===== src/rtl/evbox_out_seq.sv =====
// Event output sequencer/arbiter for the infiTOF event IO box: host commands and a
// synchronized injection trigger share an N-bit port, each latching levels or pulsing masked bits.
module evbox_out_seq #(
  parameter int unsigned    N       = 4,
  parameter int unsigned    W       = 32,
  parameter logic [N-1:0]   RST_VAL = '0
) (
  input  logic         clk,
  input  logic         reset_n,
  input  logic         cmd_valid,
  output logic         cmd_ready,
  input  logic [N-1:0] cmd_mask,
  input  logic [N-1:0] cmd_level,
  input  logic [W-1:0] cmd_width,
  input  logic         inj_trig,
  input  logic [N-1:0] inj_mask,
  input  logic [N-1:0] inj_level,
  input  logic [W-1:0] inj_width,
  input  logic         clr_overrun,
  output logic [N-1:0] data_out,
  output logic         busy,
  output logic         inj_pending,
  output logic         inj_overrun,
  output logic [15:0]  inj_count
);

  typedef enum logic {IDLE, PULSE} state_t;

  state_t       state;
  logic [N-1:0] base;
  logic [W-1:0] cnt;
  logic         s1, s2, p;
  logic         trig_edge;

  logic         svc_inj, svc_cmd, edge_blocked, set_pending, set_overrun;
  logic [N-1:0] sel_mask, sel_level, pat;
  logic [W-1:0] sel_width;

  always_ff @(posedge clk or negedge reset_n) begin
    if (!reset_n) begin
      s1 <= 1'b0;
      s2 <= 1'b0;
      p  <= 1'b0;
    end else begin
      s1 <= inj_trig;
      s2 <= s1;
      p  <= s2;
    end
  end

  assign trig_edge = s2 & ~p;
  assign cmd_ready = (state == IDLE) & ~trig_edge & ~inj_pending;
  assign busy      = (state == PULSE);

  always_comb begin
    svc_inj      = (state == IDLE) & (inj_pending | trig_edge);
    svc_cmd      = cmd_valid & cmd_ready;
    // an edge that cannot be serviced right now is queued once, then counted as lost
    edge_blocked = trig_edge & ((state == PULSE) | inj_pending);
    set_pending  = edge_blocked & ~inj_pending;
    set_overrun  = edge_blocked & inj_pending;
    sel_mask     = svc_inj ? inj_mask  : cmd_mask;
    sel_level    = svc_inj ? inj_level : cmd_level;
    sel_width    = svc_inj ? inj_width : cmd_width;
    pat          = (base & ~sel_mask) | (sel_level & sel_mask);
  end

  always_ff @(posedge clk or negedge reset_n) begin
    if (!reset_n) begin
      state       <= IDLE;
      data_out    <= RST_VAL;
      base        <= RST_VAL;
      cnt         <= '0;
      inj_pending <= 1'b0;
      inj_overrun <= 1'b0;
      inj_count   <= '0;
    end else begin
      inj_pending <= set_pending | (inj_pending & ~svc_inj);
      inj_overrun <= set_overrun | (inj_overrun & ~clr_overrun);
      if (svc_inj) inj_count <= inj_count + 16'd1;

      case (state)
        IDLE: begin
          if (svc_inj || svc_cmd) begin
            data_out <= pat;
            if (sel_width == '0) begin
              base <= pat;
            end else begin
              cnt   <= sel_width - 1'b1;
              state <= PULSE;
            end
          end
        end
        PULSE: begin
          if (cnt == '0) begin
            data_out <= base;
            state    <= IDLE;
          end else begin
            cnt <= cnt - 1'b1;
          end
        end
        default: state <= IDLE;
      endcase
    end
  end

endmodule


===== config.mk =====
export PLATFORM = sky130hd
export DESIGN_NAME = evbox_out_seq
export DESIGN_NICKNAME = d
export VERILOG_FILES = /design/src/rtl/evbox_out_seq.sv
export SDC_FILE = /design/constraint.sdc
export NUM_CORES = 1
export LEC_CHECK = 0
export BUFFER_PORTS_ARGS = -buffer_cell sky130_fd_sc_hd__buf_2
export CAP_MARGIN = 10
export CORE_MARGIN = 5
export CORE_UTILIZATION = 40
export CTS_BUF_LIST = sky130_fd_sc_hd__clkbuf_4 sky130_fd_sc_hd__clkbuf_8
export DETAILED_ROUTE_END_ITERATION = 6
export SKIP_CTS_REPAIR_TIMING = 1
export SLEW_MARGIN = 20
export SYNTH_ARGS = -nofsm -noshare
export SYNTH_HDL_FRONTEND = slang
export SYNTH_SLANG_ARGS = --single-unit

===== constraint.sdc =====
create_clock -name clk -period 4.6 [get_ports clk]
set_clock_uncertainty 0.15 [all_clocks]
set_input_delay 0.23 -clock clk [delete_from_list [all_inputs] [get_ports clk]]
set_output_delay 0.23 -clock clk [all_outputs]
set_load 0.03 [all_outputs]

==> results of run 1 <==
-- critical path, cell delays in order, from the launching register on --
cell	delay, ns
dfrtp_2	0.71
inv_1	0.33
o21ai_0	0.37
ha_1	0.27
o2111a_1	0.26
nand4_4	0.15
or3_4	0.46
or4_4	0.56
xnor2_1	0.15
a211oi_1	0.22
-- sequential cells by signal (all words and copies together), names as in the netlist --
register	count
inj_count	16
p	1
data_out	4
inj_overrun	1
cnt	32
s1	1
inj_pending	1
busy	1
s2	1
base	4
-- cells in the mapped netlist (2+ instances only) --
library cell	n	area share
nand2b_1	6	0.0080
nor4_1	22	0.029
or4_1	4	0.0064
and3_1	15	0.020
dfrtp_1	62	0.33
a31oi_1	9	0.012
a21oi_1	18	0.019
mux2i_1	30	0.064
or4_4	2	0.0048
a221o_1	3	0.0064
nor2b_1	3	0.0040
buf_1	3	0.0024
xor2_1	16	0.030
nand3b_1	3	0.0048
a2bb2oi_1	4	0.0075
a222oi_1	2	0.0043
o311ai_0	3	0.0056
buf_2	11	0.012
buf_4	2	0.0032
clkbuf_1	15	0.012
o211ai_1	4	0.0064
nor2_1	58	0.047
xnor2_1	31	0.058
nand4_4	2	0.0091
mux2_2	5	0.012
nand4_1	6	0.0080
nand2_1	53	0.043
o22ai_1	3	0.0040
and4_1	3	0.0056
ha_1	2	0.0053
nand3_1	28	0.030
a221oi_1	9	0.017
nand4b_1	2	0.0037
o21ai_0	45	0.048
or3_1	6	0.0080
inv_1	6	0.0048
o311ai_1	2	0.0037
nor3_1	26	0.028
a211oi_1	6	0.0096
-- kinds of logic after synthesis --
| kind of cell | Yosys count | synth area share |
|---|---|---|
| buffers and inverters | 39 | 0.03743 |
| multiplexers | 35 | 0.07620 |
| AO/OA/AOI/OAI | 126 | 0.1904 |
| XOR/XNOR | 47 | 0.08797 |
| adder cells (fa/ha/maj) | 2 | 0.005347 |
| flip-flops | 62 | 0.3316 |
| AND/OR/NAND/NOR | 246 | 0.2711 |
-- how the worst max path moves through the flow --
stage	from	end	slack, ns
2_1_floorplan	busy	cnt[22]	0.23
3_3_place_gp	busy	cnt[22]	0.98
3_5_place_dp	busy	cnt[22]	0.93
4_1_cts	busy	cnt[22]	0.92
5_1_grt	busy	cnt[30]	0.66
6_report	busy	cnt[22]	0.88
-- power groups by stage --
stage / Combinational [mW] / Clock (mW) / Sequential, mW
floorplan: 0.166 / 0 / 0.635
global placement: 0.282 / 0 / 0.649
detailed placement: 0.281 / 0 / 0.652
CTS: 0.281 / 0.468 / 0.641
global route: 0.311 / 0.501 / 0.649
finish: 0.286 / 0.462 / 0.642
-- routing by layer --
layer	part of all wire	wire length, um
met1	0.42	6862
met2	0.46	7495
met3	0.088	1424
met4	0.028	459
met5	0	0
-- through the flow --
step / area, sq um / util / hold slack, ns / total power, mW / std cells
6_report: 5557 / 0.4846 / 0.1286 / 1.390 / 807
5_1_grt: 5557 / 0.4846 / 0.1492 / 1.462 / 807
4_1_cts: 5527 / 0.4819 / -0.1716 / 1.391 / 804
3_5_place_dp: 5344 / 0.4660 / 0.1879 / 0.9327 / 788
3_3_place_gp: 5344 / 0.4660 / 0.1842 / 0.9307 / 788
2_1_floorplan: 4679 / - / -0.2156 / 0.8007 / 557
-- cell type report --
cell class                 count  area, sq um
timing repair buffer         123        660.6
clock buffer                  10        137.6
multi-input combinational    456         2955
fill                        1139         5911
tap                          143        178.9
clock inverter                 6        45.04
inverter                       7        26.28
sequential                    62         1553
==> metrics, run 1 <==
Syn Inst Count 557; Critical Path End Type flop; IO Count 109; R2R cell count 9; Final Hold Vio Count 0; switching part of the total 0.3381; post-synthesis cell type count between 60 and 70; Reg clk slew, reported paths 0.08 ns; CTS max path bufs 2; Die X 118.2 um; critical path type reg2reg; core region area 11470 sq um; Max Freq 0.2691 GHz; hpwl dp 12150 um; Root Buffer Master clkbuf_8; Final Wtd Congestion 0.9434; Clk network pwr share 0.333; EDFF count, synth 0; DR WL/cell a little over 20 um; Slew Limit Fails 0; Total Routing Usage GR 0.2297; DP Worst Slack 0.9306 ns; slew margin rel. 0.3406; Die Area 13960 sq um; FF+latch count, synth 62; cell area after synthesis between 4000 and 5000 sq um; synth warn 0; Clk Latency, worst-skew pair 0.36 ns; Slew @ Worst Pin 0.9800 ns; n_diodes 0; DRT Pass-1 Iters 5; Net Switching 0.4700 mW; Startpoint Class flop; reg2reg start busy; chip height 118.2 um; shortest period the worst path allows 3.716 ns; Via Count just under 5000; IO Port Bufs 108; hold crit path type in2reg; Final period util 0.8079; M1 GR Usage 0.2991; number of global-route vias before repair a little under 5000; total power per unit cell area 250.2 nW/um^2; H-tree levels 3; Synth Area per Inst about 8.4 sq um; first-pass GRT wire length 26010 um; Crit path required time around 4.7 ns; Top FF cell, synth dfrtp_1; # rows 39; status complete, no violations; Max Cap Violations 0; met2 Usage GRT 0.3597; Syn-to-layout area delta 18.74%; final WL 16240 um; Initial Utilization 0.4081; met3 usage 0.07402; worst r2r dst cnt[22]; RSZ-0062 raised after global routing no; internal cell power 0.9200 mW; hold path depth 4; Initial DRC Count 658; layout cells sized above 1 0.2395; synthesized net count 644; logic gate share of total power 0.205; VDD IR max ~0.00017 V; CTS tree yes; setup violators final 0; setup_tns 0 ns; pin count of the biggest net entering global routing 63; Num CTS Buffers 9; most frequent cells in the layout 108 x buf_2, 61 x dfrtp_1, 57 x nor2_1; sequential cell area fraction in the yosys report 0.3316; commonest non-fill, non-tap cell in the layout buf_2; grt ovf 0; crit path max fanout 27; Post-route DRC 0; Final WS setup 0.8838 ns; critical hold path startpoint inj_level[1]; Leak 2.413 nW; Async SR Flop Fraction 1.000; crit path DAT 3.84 ns; FF-to-FF setup slack around 0.9 ns; hold worst-path end base[1]; Nets 746; Num Clock Sinks slightly above 60; antenna viol nets, final 0; Vias/cell 6.010; antenna violations before repair 0; Flop pwr share 0.462; grt peak-use layer met2
Note: power is estimated with default switching activity, not from simulation.
==> run 2, diff against run 1 <==
==> constraint.sdc (replaced) <==
create_clock -name clk -period 3.48 [get_ports clk]
set_clock_uncertainty 0.15 [all_clocks]
set_input_delay 0.174 -clock clk [delete_from_list [all_inputs] [get_ports clk]]
set_output_delay 0.174 -clock clk [all_outputs]
set_load 0.03 [all_outputs]
==> run 2 against run 1 <==
Routed wire length decreased by 0.78%; core utilization increased by 0.69 points; first-iteration DRC count decreased by 37%; critical endpoint is now cnt[30]; cell count increased by 1.1%; largest power group unchanged.
==> metrics, run 2 (synthesis results as in run 1) <==
status complete, no violations (unchanged); Startpoint Class flop (unchanged); Vias/cell 6.110 (was 6.010); max reg flops 32 (unchanged); H-tree levels 3 (unchanged); setup violators final 0 (unchanged); n_diodes 0 (unchanged); Clk Latency, worst-skew pair 0.36 ns (about the same); DRT Pass-1 Iters 6 (was 5); Slew @ Worst Pin 0.8111 ns (was 0.9800 ns); R2R cell count 11 (was 9); Final period util 0.9596 (was 0.8079); worst hold slack 0.07589 ns (was 0.1286 ns); hpwl dp 12190 um (was 12150 um); CP most frequent cell or3_4; Die X 118.2 um (unchanged); crit path max fanout 11 (was 27); crit path DAT 3.44 ns (was 3.84 ns); VDD IR max 0.0002155 V (was 0.0001720 V); hold crit path type in2reg (unchanged); total power per unit cell area 324.3 nW/um^2 (was 250.2 nW/um^2); pin count of the biggest net entering global routing 50 (was 63); shortest period the worst path allows 3.339 ns (was 3.716 ns); Max Freq 0.2995 GHz (was 0.2691 GHz); CTS max path bufs 2 (unchanged); Via Count 4986 (was 4850); slew margin rel. 0.4587 (was 0.3406); RSZ-0062 raised after global routing no (unchanged); CP max stage cell dfrtp_1 (was dfrtp_2); biggest regs cnt (32), inj_count (16) (unchanged); Nets 755 (was 746); Final Non-Filler Cells 816 (was 807); most frequent cells in the layout 108 x buf_2, 61 x dfrtp_1, 57 x nor2_1 (unchanged); Final Hold Vio Count 0 (unchanged); DR WL/cell 19.75 um (was 20.13 um); Total Routing Usage GR 0.2259 (was 0.2297); grt ovf 0 (unchanged); CTS tree yes (unchanged); Crit path required time 3.58 ns (was 4.72 ns); Critical Path End Type flop (unchanged); Slew Limit Fails 0 (unchanged); Post-route DRC 0 (unchanged); antenna viol nets, final 0 (unchanged); Root Buffer Master clkbuf_8 (unchanged); IO Port Bufs 108 (unchanged); Reg clk slew, reported paths 0.08 ns (about the same); DP Worst Slack 0.1804 ns (was 0.9306 ns); Num Clock Sinks 62 (unchanged); hold path depth 4 (unchanged); layout cells sized above 1 0.2541 (was 0.2395); critical path type reg2reg (unchanged); core region area 11470 sq um (unchanged); Reg with most FFs cnt (unchanged); Initial DRC Count 416 (was 658); Final WS setup 0.1407 ns (was 0.8838 ns); chip height 118.2 um (unchanged); # rows 39 (unchanged); number of global-route vias before repair 4925 (was 4921); first-pass GRT wire length 25690 um (was 26010 um); Max Cap Violations 0 (unchanged); critical-path cell list nand2b_1 -> nand2_2 -> a21oi_1 -> o21ai_0 -> ha_2 -> o2111a_1 -> nand4_4 -> or3_4 -> or3_4 -> mux2i_1 -> a2111oi_2 (was inv_1 -> o21ai_0 -> ha_1 -> o2111a_1 -> nand4_4 -> or3_4 -> or4_4 -> xnor2_1 -> a211oi_1); Final Wtd Congestion 0.9625 (was 0.9434); crit-path max cell delay 0.40 ns (was 0.71 ns); Syn-to-layout area delta 20.43% (was 18.74%); Leak 2.456 nW (was 2.413 nW); Num CTS Buffers 9 (unchanged); Initial Utilization 0.4081 (unchanged); final WL 16110 um (was 16240 um); antenna violations before repair 0 (unchanged); IO Count 109 (unchanged); Die Area 13960 sq um (unchanged); commonest non-fill, non-tap cell in the layout buf_2 (unchanged); setup_tns 0 ns (unchanged); Cells after DPL 797 (was 788)
run 2: changes by cell type in the layout (fill, tap and decap cells not counted), sizes merged:
cell and delta:
buf +9
run 2: report_power, final:
group / switching, mW / internal [mW]
Clock: 0.328 / 0.281
Sequential: 0.0826 / 0.773
Combinational: 0.199 / 0.163
Total: 0.610 / 1.22
run 2: worst paths after layout:
check	start	to	slack, ns
setup / recovery	p	cnt[30]	0.14
hold / removal	inj_level[1]	base[1]	0.08
setup reg to reg	p	cnt[30]	0.14
hold reg to reg	s1	s2	0.20
max in group asynchronous	reset_n	cnt[7]	2.10
min in group asynchronous	reset_n	cnt[26]	0.10
run 2: per-layer routing:
metal	up-vias	GRT usage	routed length, um
met4	0	0.09176	479
met1	2368	0.2897	6705
li1	2302	-	-
met5	-	0	0
met3	45	0.05444	1346
met2	271	0.3660	7582
run 2: critical path: cells and delay by family, from the launching register on:
kind | cells | cell delay [ns]
AND/OR/NAND/NOR | 5 | 1.35
AO/OA/AOI/OAI | 4 | 0.90
flip-flops | 1 | 0.40
adder cells (fa/ha/maj) | 1 | 0.29
multiplexers | 1 | 0.14
run 2: layout make-up:
cell class / count / area (sq um)
multi-input combinational: 456 / 2967
fill: 1137 / 5832
sequential: 62 / 1553
clock inverter: 6 / 45.04
clock buffer: 10 / 137.6
timing repair buffer: 132 / 728.2
tap: 143 / 178.9
inverter: 7 / 26.28
run 2: metrics by stage:
stage                     utilization  total power, mW  area, sq um
after global routing           0.4914            1.914         5635
after floorplan                     -            1.058         4736
after detailed placement       0.4729            1.224         5423
final                          0.4914            1.827         5635
after CTS                      0.4888            1.835         5605
after global placement         0.4729            1.219         5423
==> run 3, diff against run 2 <==
--- a/config.mk
+++ b/config.mk
@@ -9,7 +9,6 @@
 export CAP_MARGIN = 10
 export CORE_MARGIN = 5
 export CORE_UTILIZATION = 40
-export CTS_BUF_LIST = sky130_fd_sc_hd__clkbuf_4 sky130_fd_sc_hd__clkbuf_8
 export DETAILED_ROUTE_END_ITERATION = 6
 export SKIP_CTS_REPAIR_TIMING = 1
 export SLEW_MARGIN = 20
==> run 3 against run 2 <==
Die area unchanged; combinational power is essentially flat; register-to-register slack got worse by 0.02 ns; worst setup slack got worse by 0.020 ns; via count down 0.12%; final area rose by 1.8%; sequential power about the same; critical endpoint unchanged; routed wire length grew 0.31%; first-iteration DRC count is 20% higher; global-route usage increased by 0.26 points; fmax is 0.60% lower; flip-flop and latch count stayed put.
==> metrics, run 3 (synthesis results as in run 1) <==
switching part of the total 0.3060 (was 0.3339); Num Clock Sinks 62 (unchanged); Cells after DPL 797 (unchanged); Max Freq 0.2977 GHz (was 0.2995 GHz); Clk network pwr share 0.414 (was 0.334); Slew @ Worst Pin 0.8102 ns (was 0.8111 ns); critical hold path startpoint inj_level[1] (unchanged); crit path max fanout 11 (unchanged); hold crit path type in2reg (unchanged); status complete, no violations (unchanged); IO Port Bufs 108 (unchanged); antenna viol nets, final 0 (unchanged); chip height 118.2 um (unchanged); RSZ-0062 raised after global routing no (unchanged); Vias/cell 6.103 (was 6.110); final WL 16160 um (was 16110 um); FF-to-FF setup slack 0.12 ns (was 0.14 ns); Total Routing Usage GR 0.2285 (was 0.2259); n_diodes 0 (unchanged); Slew Limit Fails 0 (unchanged); Clk Latency, worst-skew pair 0.34 ns (was 0.36 ns); CTS tree yes (unchanged); Initial Utilization 0.4081 (unchanged); logic gate share of total power 0.174 (was 0.198); first-pass GRT wire length 25950 um (was 25690 um); setup_tns 0 ns (unchanged); max reg flops 32 (unchanged); total power per unit cell area 362.2 nW/um^2 (was 324.3 nW/um^2); biggest regs cnt (32), inj_count (16) (unchanged); most frequent cells in the layout 108 x buf_2, 61 x dfrtp_1, 57 x nor2_1 (unchanged); Final WS setup 0.1206 ns (was 0.1407 ns); VDD IR max 0.0002895 V (was 0.0002155 V); Post-DP Area 5423 sq um (unchanged); antenna violations before repair 0 (unchanged); Startpoint Class flop (unchanged); # rows 39 (unchanged); H-tree levels 3 (unchanged); critical path type reg2reg (unchanged); shortest period the worst path allows 3.359 ns (was 3.339 ns); pin count of the biggest net entering global routing 50 (unchanged); internal cell power 1.442 mW (was 1.217 mW); commonest non-fill, non-tap cell in the layout buf_2 (unchanged); Reg clk slew, reported paths 0.06 ns (was 0.08 ns); Final period util 0.9654 (was 0.9596); Die X 118.2 um (unchanged); grt ovf 0 (unchanged); worst hold slack 0.1004 ns (was 0.07589 ns); Leak 2.502 nW (was 2.456 nW); Final Hold Vio Count 0 (unchanged); Root Buffer Master clkbuf_16 (was clkbuf_8); DP Worst Slack 0.1804 ns (unchanged); Die Area 13960 sq um (unchanged); Initial DRC Count 500 (was 416); setup violators final 0 (unchanged); layout cells sized above 1 0.2541 (unchanged); Via Count 4980 (was 4986); Reg with most FFs cnt (unchanged); Crit path required time 3.55 ns (was 3.58 ns); Final Non-Filler Cells 816 (unchanged); final instance area 5737 sq um (was 5635 sq um); Syn-to-layout area delta 22.59% (was 20.43%); IO Count 109 (unchanged); DRT Pass-1 Iters 7 (was 6); Critical Path End Type flop (unchanged); Flop pwr share 0.412 (was 0.468); Final Wtd Congestion 0.9625 (unchanged); DR WL/cell 19.81 um (was 19.75 um); hpwl dp 12190 um (unchanged); core region area 11470 sq um (unchanged); worst r2r dst cnt[30] (unchanged); Net Switching 0.6358 mW (was 0.6102 mW); R2R cell count 11 (unchanged); Core Util, Final 0.5003 (was 0.4914); slew margin rel. 0.4592 (was 0.4587); Power Total 2.078 mW (was 1.827 mW); CTS max path bufs 2 (unchanged); reg2reg start p (unchanged); hold path depth 4 (unchanged); Nets 755 (unchanged); Post-route DRC 0 (unchanged); Num CTS Buffers 9 (unchanged); Max Cap Violations 0 (unchanged); hold worst-path end base[1] (unchanged); crit path DAT 3.43 ns (was 3.44 ns); number of global-route vias before repair 4939 (was 4925)
[run 3: cell counts in the layout (fill, tap and decap cells not counted)]
Identical to the previous run, type by type.
[run 3: worst max path at each step]
| stage | endpoint | startpoint | slack [ns] |
|---|---|---|---|
| finish | cnt[30] | p | 0.12 |
| global route | cnt[30] | p | 0.006 |
| CTS | cnt[30] | p | 0.15 |
| detailed placement | cnt[22] | p | 0.18 |
| global placement | cnt[30] | p | 0.25 |
| floorplan | cnt[30] | busy | 0.01 |
[run 3: metal layers]
layer	vias to the layer above	share of wire	GRT usage
met2	243	0.47	0.3720
met3	39	0.074	0.05158
li1	2308	-	-
met5	-	0	0
met4	0	0.028	0.08817
met1	2390	0.42	0.2957
[run 3: worst max-delay path, stage by stage (launching register included)]
cell,delay [ns]
dfrtp_1,0.40
nand2b_1,0.18
nand2_2,0.25
a21oi_1,0.18
o21ai_0,0.19
ha_2,0.29
o2111a_1,0.25
nand4_4,0.15
or3_4,0.40
or3_4,0.37
mux2i_1,0.14
a2111oi_2,0.31
[run 3: final cells by class]
class / instances / area [sq um]
fillers: 1132 / 5731
multi-input cells: 456 / 2967
flip-flops and latches: 62 / 1553
repair buffers: 132 / 728.2
clock buffers: 10 / 239.0
well taps: 143 / 178.9
clock inverters: 6 / 45.04
inverters: 7 / 26.28
[run 3: power groups by stage]
stage	clock network [mW]	logic, mW	registers, mW
3_5_place_dp	0	0.357	0.867
3_3_place_gp	0	0.353	0.865
6_report	0.860	0.362	0.856
2_1_floorplan	0	0.220	0.839
5_1_grt	0.913	0.402	0.863
4_1_cts	0.879	0.358	0.855
